## config.mk

```make
export PLATFORM = sky130hd
export DESIGN_NAME = noc_port_arbiter_flat
export DESIGN_NICKNAME = d
export VERILOG_FILES = /design/src/rtl/noc_port_arbiter_if.sv /design/src/rtl/noc_port_arbiter.sv /design/src/flat_wrapper.sv
export SDC_FILE = /design/constraint.sdc
export NUM_CORES = 1
export LEC_CHECK = 0
export CORE_UTILIZATION = 37
export DETAILED_ROUTE_END_ITERATION = 10
export PLACE_DENSITY = 0.85
export SLEW_MARGIN = 20
export SYNTH_ARGS = -nofsm -noshare
export SYNTH_HDL_FRONTEND = slang
export SYNTH_SLANG_ARGS = --single-unit
```

## constraint.sdc

```tcl
create_clock -name clk -period 6.07 [get_ports clk]
set_clock_uncertainty 0.15 [all_clocks]
set_input_delay 1.214 -clock clk [delete_from_list [all_inputs] [get_ports clk]]
set_output_delay 1.214 -clock clk [all_outputs]
set_load 0.01 [all_outputs]
```

## src/rtl/noc_port_arbiter_if.sv

```systemverilog
// Handshake bundle between the input-buffer FIFOs, the output-port arbiter
// and the downstream FIFO. The master side is the router fabric around the
// arbiter; the slave side is the arbiter itself.
interface noc_port_arbiter_if #(
    parameter int NUM_INPUTS = 4,
    parameter int DATA_WIDTH = 32
);
    logic [NUM_INPUTS-1:0]            in_valid;
    logic [NUM_INPUTS*DATA_WIDTH-1:0] in_data;
    logic [NUM_INPUTS-1:0]            in_pop;
    logic                             out_valid;
    logic [DATA_WIDTH-1:0]            out_data;
    logic                             out_ready;

    modport master (
        output in_valid, in_data, out_ready,
        input  in_pop, out_valid, out_data
    );

    modport slave (
        input  in_valid, in_data, out_ready,
        output in_pop, out_valid, out_data
    );
endinterface

```

## src/rtl/noc_port_arbiter.sv

```systemverilog
// Wormhole output-port arbiter: shares one output link among NUM_INPUTS
// input FIFOs, granting by round-robin at packet granularity and holding the
// grant until the packet's tail flit has been transferred.
module noc_port_arbiter #(
    parameter int NUM_INPUTS = 4,
    parameter int DATA_WIDTH = 32,
    parameter int CNT_WIDTH  = 16
) (
    input  logic                  clk,
    input  logic                  rst,
    noc_port_arbiter_if.slave     bus,
    output logic [NUM_INPUTS-1:0] grant,
    output logic                  busy,
    output logic                  proto_err,
    output logic [CNT_WIDTH-1:0]  pkt_count
);
    localparam int PTR_WIDTH = $clog2(NUM_INPUTS);

    typedef enum logic {IDLE, BUSY} state_t;

    typedef enum logic [1:0] {
        FLIT_SINGLE = 2'b00,
        FLIT_HEAD   = 2'b01,
        FLIT_BODY   = 2'b10,
        FLIT_TAIL   = 2'b11
    } flit_type_t;

    // Input index base+off, wrapped into 0..NUM_INPUTS-1 (off < NUM_INPUTS).
    function automatic logic [PTR_WIDTH-1:0] wrap_add(input logic [PTR_WIDTH-1:0] base,
                                                      input int off);
        int sum;
        sum = int'(base) + off;
        if (sum >= NUM_INPUTS) sum = sum - NUM_INPUTS;
        return PTR_WIDTH'(sum);
    endfunction

    state_t                 state_q, state_d;
    logic [NUM_INPUTS-1:0]  grant_d;
    logic [PTR_WIDTH-1:0]   owner_q, owner_d;
    logic [PTR_WIDTH-1:0]   rr_ptr_q, rr_ptr_d;
    logic                   first_flit_q, first_flit_d;
    logic                   proto_err_d;
    logic [CNT_WIDTH-1:0]   pkt_count_d;

    flit_type_t             front_type [NUM_INPUTS];
    logic [NUM_INPUTS-1:0]  eligible;
    logic [NUM_INPUTS-1:0]  stray;
    logic                   winner_found;
    logic [PTR_WIDTH-1:0]   winner;

    logic [DATA_WIDTH-1:0]  owner_data;
    flit_type_t             owner_type;
    logic                   owner_valid;
    logic                   active;
    logic                   xfer;
    logic                   last_flit;
    logic                   bad_flit;

    // A front flit may open a packet only if it is HEAD or SINGLE; a valid
    // BODY/TAIL at the front of an idle port is a stray continuation flit.
    for (genvar i = 0; i < NUM_INPUTS; i++) begin : g_classify
        assign front_type[i] = flit_type_t'(bus.in_data[i*DATA_WIDTH + DATA_WIDTH-2 +: 2]);
        assign eligible[i]   = bus.in_valid[i] &&
                               (front_type[i] == FLIT_SINGLE || front_type[i] == FLIT_HEAD);
        assign stray[i]      = bus.in_valid[i] && !eligible[i];
    end

    // Round-robin search: first eligible input at or above rr_ptr, with wrap.
    always_comb begin
        winner_found = 1'b0;
        winner       = '0;
        for (int k = 0; k < NUM_INPUTS; k++) begin
            if (!winner_found && eligible[wrap_add(rr_ptr_q, k)]) begin
                winner_found = 1'b1;
                winner       = wrap_add(rr_ptr_q, k);
            end
        end
    end

    // The owner's FIFO front drives the link directly. Reset blocks any
    // transfer so an abandoned packet keeps its remaining flits queued.
    assign owner_valid = bus.in_valid[owner_q];
    assign owner_data  = bus.in_data[int'(owner_q)*DATA_WIDTH +: DATA_WIDTH];
    assign owner_type  = flit_type_t'(owner_data[DATA_WIDTH-1 -: 2]);
    assign active      = (state_q == BUSY) && !rst;
    assign xfer        = active && owner_valid && bus.out_ready;
    assign last_flit   = (owner_type == FLIT_TAIL) || (owner_type == FLIT_SINGLE);
    assign bad_flit    = !first_flit_q &&
                         ((owner_type == FLIT_HEAD) || (owner_type == FLIT_SINGLE));

    assign bus.out_valid = active && owner_valid;
    assign bus.out_data  = active ? owner_data : '0;
    assign busy          = (state_q == BUSY);

    // One-hot pop to the owner's FIFO on every accepted flit.
    always_comb begin
        bus.in_pop = '0;
        if (xfer) bus.in_pop[owner_q] = 1'b1;
    end

    // Next-state logic: arbitrate while idle, release the port on the tail.
    always_comb begin
        // NOTE: every signal gets a default before the case so no path through it infers a latch.
        state_d      = state_q;
        grant_d      = grant;
        owner_d      = owner_q;
        rr_ptr_d     = rr_ptr_q;
        first_flit_d = first_flit_q;
        pkt_count_d  = pkt_count;
        proto_err_d  = 1'b0;
        case (state_q)
            IDLE: begin
                proto_err_d = |stray;
                if (winner_found) begin
                    state_d          = BUSY;
                    grant_d          = '0;
                    grant_d[winner]  = 1'b1;
                    owner_d          = winner;
                    first_flit_d     = 1'b1;
                end
            end
            BUSY: begin
                if (xfer) begin
                    first_flit_d = 1'b0;
                    proto_err_d  = bad_flit;
                    if (last_flit) begin
                        state_d     = IDLE;
                        grant_d     = '0;
                        rr_ptr_d    = wrap_add(owner_q, 1);
                        pkt_count_d = pkt_count + 1'b1;
                    end
                end
            end
            default: state_d = IDLE;
        endcase
    end

    // State register with synchronous reset.
    always_ff @(posedge clk) begin
        // NOTE: non-blocking assignments so every register samples pre-edge values.
        if (rst) begin
            state_q      <= IDLE;
            grant        <= '0;
            owner_q      <= '0;
            rr_ptr_q     <= '0;
            first_flit_q <= 1'b0;
            pkt_count    <= '0;
            proto_err    <= 1'b0;
        end else begin
            state_q      <= state_d;
            grant        <= grant_d;
            owner_q      <= owner_d;
            rr_ptr_q     <= rr_ptr_d;
            first_flit_q <= first_flit_d;
            pkt_count    <= pkt_count_d;
            proto_err    <= proto_err_d;
        end
    end
endmodule

```

## src/flat_wrapper.sv

```systemverilog
// flat-port wrapper written by rule: the top's interface ports become plain ports
module noc_port_arbiter_flat 
#(
    parameter int NUM_INPUTS = 4,
    parameter int DATA_WIDTH = 32,
    parameter int CNT_WIDTH  = 16
)
  (clk, rst, grant, busy, proto_err, pkt_count, bus_in_valid, bus_in_data, bus_out_ready, bus_in_pop, bus_out_valid, bus_out_data);
  noc_port_arbiter_if #(.NUM_INPUTS(NUM_INPUTS), .DATA_WIDTH(DATA_WIDTH)) bus_i ();
  input  logic clk;
  input  logic rst;
  output logic [NUM_INPUTS-1:0] grant;
  output logic busy;
  output logic proto_err;
  output logic [CNT_WIDTH-1:0] pkt_count;
  input wire logic [$bits(bus_i.in_valid)-1:0] bus_in_valid;
  input wire logic [$bits(bus_i.in_data)-1:0] bus_in_data;
  input wire logic [$bits(bus_i.out_ready)-1:0] bus_out_ready;
  output wire logic [$bits(bus_i.in_pop)-1:0] bus_in_pop;
  output wire logic [$bits(bus_i.out_valid)-1:0] bus_out_valid;
  output wire logic [$bits(bus_i.out_data)-1:0] bus_out_data;
  assign bus_i.in_valid = bus_in_valid;
  assign bus_i.in_data = bus_in_data;
  assign bus_i.out_ready = bus_out_ready;
  assign bus_in_pop = bus_i.in_pop;
  assign bus_out_valid = bus_i.out_valid;
  assign bus_out_data = bus_i.out_data;
  noc_port_arbiter #(.NUM_INPUTS(NUM_INPUTS), .DATA_WIDTH(DATA_WIDTH), .CNT_WIDTH(CNT_WIDTH)) u_core (.clk(clk), .rst(rst), .bus(bus_i), .grant(grant), .busy(busy), .proto_err(proto_err), .pkt_count(pkt_count));
endmodule
```

==> results summary, run 1 <==
The run finished, with violations left. The checks that failed: DRC. The slew of the pin with the lowest slew margin is between 0.9 and 1 ns. STA classifies the critical path startpoint as an input pin. In this run the count of I/O pins placed on the die edge is 194. Yosys printed 0 warnings. For this run, the detailed router's first-pass iteration total came to 8.

After detailed routing, the average wire length per cell comes to 19.7 microns. The net count of the finished layout is 571. The reg-to-reg setup timing slack is 2.79 ns. The synthesis-stage register bit count came out at 27. The count of unique library cells instantiated by Yosys is 44.

After detailed routing, the number of remaining DRC violations is 30. The first global-routing pass estimated approximately 15000 microns of wire. The data arrival time of the critical path came out at 3.31 ns.

The average cell area after synthesis came out at 10.2 sq um. Fill cells in the final layout number 515. The routed layout has around 2800 vias. The max-slew violation count came to 0.

TritonCTS built the clock tree. The relative max-transition margin came out at 0.386. Setup violations remaining at the end of the flow were counted as 0. The number of diodes came out at 0. The element type at the critical path end is an output port. The number of antenna-violating nets in the routed design is 0. The initial antenna violation count is 1. The count of H-tree levels built during CTS is 1. The net count after synthesis came out at around 390.

In this run the standard cell core region covers between 6000 and 7000 sq um. The static leakage came out at between 1.5 and 2 nW. The floorplan step set the die width to 83.8 microns. The largest vdd supply drop is 97.6 uV.

The final-report hold violation count was 0. The layout overhead on the synthesized area came out at 81.3%. Routability-driven placement finished with a final weighted congestion of 0.924. The overall fraction of global-route tracks in use is 0.276. The summed negative setup slack over all endpoints came out at 0 ns. The kind of cell with the highest combined delay along the critical path is buffers and inverters.

The maximum fanout along the worst path is 13. The share of the cycle needed by the critical path after routing came out at 0.771. Setup repair after global routing left no endpoint under its margin.

In the final layout, the share of cells above drive strength 1 is 0.117. The number of placement rows came out at 29. The critical path in this run is classified as in -> out. The number of global-route vias before repair is 2787. Yosys mapped a number of flops with a built-in enable equal to 0. The highest-delay cell along the critical path is mux4_2. For this run, the register share of the synthesized area comes to 0.218. In this run, post-CTS repair resized a total of 0 instances.

The final wirelength came out at 9950 microns. The ratio of total power to cell area came out at 120 nW/um^2. The maximum cell stage delay along the critical path is 0.67 ns. The count of maximum capacitance violations is 0. The latest clock arrival within the worst-skew pair is between 0.2 and 0.3 ns. The height of the die came out at 83.8 microns. The primary flip-flop cell chosen by synthesis mapping is dfxtp_1. Walking the worst path, the cells encountered are clkdlybuf4s50_1, mux4_2, and4b_4, and2_1, clkdlybuf4s50_1. The top cell type's share of synthesized area came out at 0.300.

The number of buffers added on ports is between 150 and 200. The number of buffers created by CTS is 3. The maximum buffer depth of the clock tree came out at 2. In this run the cell area of the synthesized design comes to around 2500 sq um. The number of DRC markers in iteration 0 is around 160. The synthesized netlist cell count came out at around 240. Counting both buffers and inverters, the worst setup path holds a total of 2.

The overflow left after global routing came out at 0. The min-delay analysis places its worst path in the category reg -> reg. The buffer count from post-CTS setup fixing came out at 0. The clock period could shrink to approximately 4.7 ns. The clock net sink count came out at 27. Counting flops with an async set or reset pin after synthesis yields a share of 0.

The library cell with the largest summed area after synthesis is mux4_2. The endpoint required time on the critical path came out at 4.71 ns. For this design, the CTS-stage hold fixing added 0 buffers. The sequential standard cell area came out at 543 sq um. In the post-synthesis netlist, the biggest area contributors are mux4_2 30%, dfxtp_1 22%, nor2b_1 8.8%. Timing would allow up to 0.214 GHz.

After clock tree synthesis, the clock-pin slew on the worst setup and hold paths is ~0.090 ns. The total power came out at 539 uW. The half-perimeter wire length of the detailed placement result is approximately 8000 microns. The initial utilization of the core area, before any placement, comes to 0.386. The pin count of the biggest net entering global routing is 38. The die footprint is approximately 7000 sq um. The cell that appears most often on the critical path is clkdlybuf4s50_1. In the final layout, the multi-input gates occupy about 1800 sq um. After detailed routing, the number of vias per cell comes to ~5.5.

The tree is rooted in a clkbuf_8.
through the flow:
| stage | cell area (sq um) | cells | hold slack (ns) | utilization | setup slack [ns] |
|---|---|---|---|---|---|
| final | 4490 | 505 | 0.351 | 0.700 | 1.39 |
| after global routing | 4490 | 505 | 0.370 | 0.700 | 1.35 |
| after CTS | 4490 | 505 | 0.348 | 0.700 | 1.40 |
| after detailed placement | 4450 | 501 | 0.335 | 0.693 | 1.40 |
| after global placement | 4450 | 501 | 0.323 | 0.693 | 1.44 |
| after floorplan | 2480 | 244 | 0.313 | - | 2.54 |
final timing paths:
check | from | endpoint | depth (start not counted)
worst max-delay path | bus_in_valid[2] | bus_in_pop[2] | 5
worst min-delay path | u_core.pkt_count[15]$_SDFFE_PP0P_ | u_core.pkt_count[15]$_SDFFE_PP0P_ | 2
worst max register to register | u_core.owner_q[0]$_SDFFE_PP0P_ | u_core.pkt_count[10]$_SDFFE_PP0P_ | 8
worst min register to register | u_core.pkt_count[15]$_SDFFE_PP0P_ | u_core.pkt_count[15]$_SDFFE_PP0P_ | 2
worst register-to-register path: stages, from the launching register on:
cell,delay [ns]
dfxtp_2,0.35
buf_4,0.51
mux4_2,0.63
inv_1,0.11
ha_1,0.23
and4bb_2,0.50
nand4_2,0.25
or3_1,0.36
a21oi_1,0.14
cells in the final DEF (no fill, tap or decap), drive strengths merged, types with 2 or more instances in the layout:
cell	instances
a211oi	3
a21oi	15
a22oi	2
and2	6
and3	3
and4	2
buf	3
clkbuf	3
clkdlybuf4s50	193
dfxtp	27
ha	7
inv	7
mux4	33
nand2	9
nand2b	6
nand3	7
nand4	6
nand4b	4
nor2	13
nor2b	35
nor3b	2
o21ai	10
o31ai	5
or3	8
xor2	6
synthesized netlist by cell type (2+ instances only):
master / number
nand2_1: 8
o21ai_0: 10
nor2_1: 13
buf_6: 2
dfxtp_1: 27
xor2_1: 6
nor3b_1: 2
a22oi_1: 2
or3_1: 8
and3_1: 3
and4_1: 2
inv_1: 7
and2_1: 6
nand4b_1: 4
nand2b_1: 5
buf_2: 4
clkbuf_1: 8
a21oi_1: 14
a211oi_1: 3
ha_1: 7
nor2b_1: 35
o31ai_1: 5
mux4_2: 33
nand4_1: 4
nand3_1: 7
kinds of logic (layout without fill, tap and decap cells):
group	count (synthesis)	count (layout)	synth area share
XOR/XNOR	7	7	0.0247
multiplexers	34	34	0.304
buffers and inverters	23	207	0.0444
flip-flops	27	27	0.218
AO/OA/AOI/OAI	42	42	0.110
adder cells (fa/ha/maj)	7	7	0.0353
AND/OR/NAND/NOR	104	104	0.263
state kept, by name, indices dropped and copies added, names as in the netlist:
name,count
u_core.grant,4
u_core.rr_ptr_q,2
u_core.first_flit_q,1
u_core.proto_err,1
u_core.owner_q,2
u_core.busy,1
u_core.pkt_count,16
power breakdown:
group | internal (mW) | total (mW) | switching (mW)
Clock | 0.0459 | 0.100 | 0.0545
Combinational | 0.164 | 0.247 | 0.0827
Sequential | 0.182 | 0.192 | 0.0103
layout make-up:
class                      count  share of cell area
tap                           77              0.0214
timing repair buffer         196               0.435
sequential                    27               0.121
multi-input combinational    194               0.407
inverter                       7             0.00585
clock inverter                 1             0.00111
clock buffer                   3             0.00919
per-layer routing:
layer | wire length [microns] | vias up | GRT usage
li1 | - | 1296 | -
met1 | 3880 | 1345 | 0.346
met2 | 5140 | 136 | 0.502
met3 | 765 | 16 | 0.0396
met4 | 146 | 2 | 0.0564
met5 | 17 | - | 0
Power figures use the tool's default switching activity.
==> run 2: changes to the inputs <==
Settings changed: CORE_UTILIZATION 37 to 31, PLACE_DENSITY 0.85 to 0.76.
Clock period 6.07 ns to 3.78 ns, I/O delays scaled along.
==> run 2 against run 1 <==
  * The flow now finishes without violations
  * Global-route usage is 3.9 points lower
  * Clock power is 65% higher
  * Die area is 19% higher
  * First-iteration DRC count is 45% lower
  * Non-clock buffer count is 5 higher
  * Via count is 0.89% higher
  * Combinational power is 62% higher
  * Sequential share of layout area is 0.18 points lower
  * Core utilization is 11 points lower
==> results summary, run 2 (synthesis gave the netlist of run 1 again) <==
Of the total power, registers draw 0.351. The count of endpoints failing setup in the final report came out at 0. After detailed placement, the design holds a cell count of 531. After routing, the total negative slack on setup checks comes to 0 ns.

The critical path is of the in -> out type. The initial standard-cell utilization of the core came out at 0.321. Across every metal layer, demand over resource in global routing totals 0.237.

The first-pass GRT wire length came out at 15300 microns. Buffers inserted during clock tree synthesis total 3. The internal portion of the total power is 634 uW. The slew of the pin with the lowest slew margin is 0.767 ns. The count of maximum capacitance violations came out at 0. The standard cell core area is 7730 sq um. Using the TritonRoute via totals, the vias-per-cell ratio works out to 5.27. The via count is around 2800. The kind of start point of the critical path is an input pin. The number of filler cells placed in the layout is slightly below 700.

The analysis attributes to cell leakage a power of 1.57 nW. In the final design database the tool counted 576 nets. The post-placement setup slack came out at 0.235 ns. For this run, design rule violations remaining after detail routing come to 0. In this run the vertical extent of the chip is 91.4 microns. The clock edge transition at the registers on the reported setup and hold paths came out at 0.10 ns.

The post-cts sizing count came out at 0. The maximum buffer depth of the clock tree is 2. The final wirelength came out at slightly above 10000 microns. The library cells used most frequently in the layout, excluding fill and tap cells, are 193 x clkdlybuf4s50_1, 35 x nor2b_1, 33 x mux4_2. The worst hold path belongs to the class reg -> reg. The share of total power dissipated in combinational logic is 0.459.

TritonCTS built the clock tree. The top register by number of flip-flops is u_core.pkt_count. The final-report hold violation count came to 0. The overflow left after global routing is 0. The initial antenna violation count is 0. The half-perimeter wire length of the detailed placement result is between 8000 and 9000 microns. The startpoint identified for the worst register-to-register timing path is u_core.owner_q[0]$_SDFFE_PP0P_. In this run the number of H-tree levels came out at 1. The max-slew violation count came out at 0.

The number of antenna-violating nets in the routed design came out at 0. Tracing the worst setup path back leads to its startpoint at bus_in_valid[2]. CTS placed an instance of clkbuf_8 at the clock tree root. The worst-case setup margin in the final layout came out at 0.215 ns.

Leaving out fill and tap cells, the most frequent cell in the layout is clkdlybuf4s50_1. The run finished with clean final reports. For this design the ratio of total power to cell area is 191 nW/um^2. The critical path endpoint is bus_in_pop[2]. The minimum clock period came out at around 3.6 ns. Entering global routing, the biggest net connects 34 pins. The latest clock arrival within the worst-skew pair is 0.28 ns. The worst pin sits at a relative slew slack of 0.483. At the worst endpoint, the required time is 2.87 ns. The maximum cell stage delay along the critical path came out at 0.52 ns.

The total of hold buffers inserted after clock tree synthesis came out at 0. The die covers between 8000 and 9000 sq um. The top-level I/O count is 194. The cell that appears most often on the critical path is clkdlybuf4s50_1. The worst setup path is captured at an output port. After detailed routing, the average wire length per cell comes to 18.9 microns. The clock net sink count is 27. The buffering stage count on the worst path with inverters included is 2. The reg-to-reg setup timing slack came out at 0.97 ns. In this run the critical register-to-register path is captured at u_core.pkt_count[12]$_SDFFE_PP0P_. The number of buffers added on ports is 193. The number of diodes is 0.

The largest vdd supply drop is 161 uV. The number of placement rows came out at 32. In the final layout, the registers with the most flip-flops are u_core.pkt_count (16), u_core.grant (4).

The first-pass detailed-route iteration total is 4. The logic depth of the worst register-to-register path is 7. The part of the total power dissipated in the clock network is 0.190. The number of setup buffers added after CTS is 0. Among all stages on the critical path, the largest delay is contributed by mux4_2. The number of cells in the finished layout apart from fillers came out at 535. Setup repair after global routing left no endpoint under its margin. The signal on the critical path passes through clkdlybuf4s50_1, mux4_2, and4b_4, and2_1, clkdlybuf4s50_1. The switching component of the power came out at around 240 uW.

The share of the cycle needed by the critical path after routing came out at 0.943. The number of gates on the worst path with buffers counted is 5. The net switching fraction of the power came out at 0.272. The proportion of layout cells with a drive suffix above 1 is 0.127. For the worst setup path, the data arrival time is 2.66 ns. The register with the most flip-flops in the layout has 16 of them. The horizontal extent of the die is 91.4 microns. The number of global-route vias before repair came out at 2810.

The maximum fanout along the worst path is 6. The layout overhead on the synthesized area came out at 84.1%. For this run, the top clock speed supported by timing is between 0.2 and 0.3 GHz. The first routing iteration left 85 violations.

The routability congestion estimate came out at 0.934. Broken down by cell family, the worst path's largest delay share belongs to buffers and inverters.
-- run 2: cell types whose count changed in the layout (fill, tap and decap cells not counted) --
cell	change
buf_4	+5
-- run 2: worst register-to-register path, delay by kind of cell, from the launching register on --
kind                       cells  cell delay, ns
AOI/OAI and AO/OA              1            0.15
and+or+nand+nor                3            1.02
buffers and inverters          1            0.10
DFF                            1            0.54
muxes                          1            0.57
adders and majority gates      1            0.23
-- run 2: area by class of cell --
type | count | area (sq um) | area share
timing repair buffer | 201 | 1990 | 0.437
multi-input combinational | 194 | 1830 | 0.401
sequential | 27 | 543 | 0.119
tap | 102 | 128 | 0.0280
clock buffer | 3 | 41.3 | 0.00905
inverter | 7 | 26.3 | 0.00576
clock inverter | 1 | 5.00 | 0.00110
-- run 2: power groups by stage --
stage	clock network [mW]	registers, mW	logic [mW]
global placement	0	0.312	0.392
global route	0.184	0.307	0.427
floorplan	0	0.307	0.180
detailed placement	0	0.312	0.399
CTS	0.171	0.306	0.401
finish	0.165	0.305	0.400
-- run 2: per-stage QoR --
step | hold WS [ns] | instance area, sq um | power (mW) | utilization
CTS | 0.348 | 4560 | 0.877 | 0.591
finish | 0.345 | 4560 | 0.870 | 0.591
global route | 0.362 | 4560 | 0.918 | 0.591
detailed placement | 0.333 | 4520 | 0.711 | 0.585
global placement | 0.322 | 4520 | 0.704 | 0.585
floorplan | 0.313 | 2480 | 0.487 | -
-- run 2: worst min path at each step --
stage / start / endpoint / slack [ns] / depth (start not counted)
final: u_core.first_flit_q$_SDFFE_PP0P_ / u_core.first_flit_q$_SDFFE_PP0P_ / 0.35 / 2
after global routing: u_core.first_flit_q$_SDFFE_PP0P_ / u_core.first_flit_q$_SDFFE_PP0P_ / 0.36 / 2
after CTS: u_core.first_flit_q$_SDFFE_PP0P_ / u_core.first_flit_q$_SDFFE_PP0P_ / 0.35 / 2
after detailed placement: u_core.first_flit_q$_SDFFE_PP0P_ / u_core.first_flit_q$_SDFFE_PP0P_ / 0.33 / 2
after global placement: u_core.pkt_count[15]$_SDFFE_PP0P_ / u_core.pkt_count[15]$_SDFFE_PP0P_ / 0.32 / 2
after floorplan: u_core.rr_ptr_q[1]$_SDFFE_PP0P_ / u_core.rr_ptr_q[1]$_SDFFE_PP0P_ / 0.31 / 2
-- run 2: routing by layer --
metal	vias to the layer above	global-route usage	routed length, microns
li1	1308	-	-
met2	124	0.440	5270
met4	0	0.0939	357
met5	-	0	0
met1	1365	0.254	3680
met3	23	0.0603	791
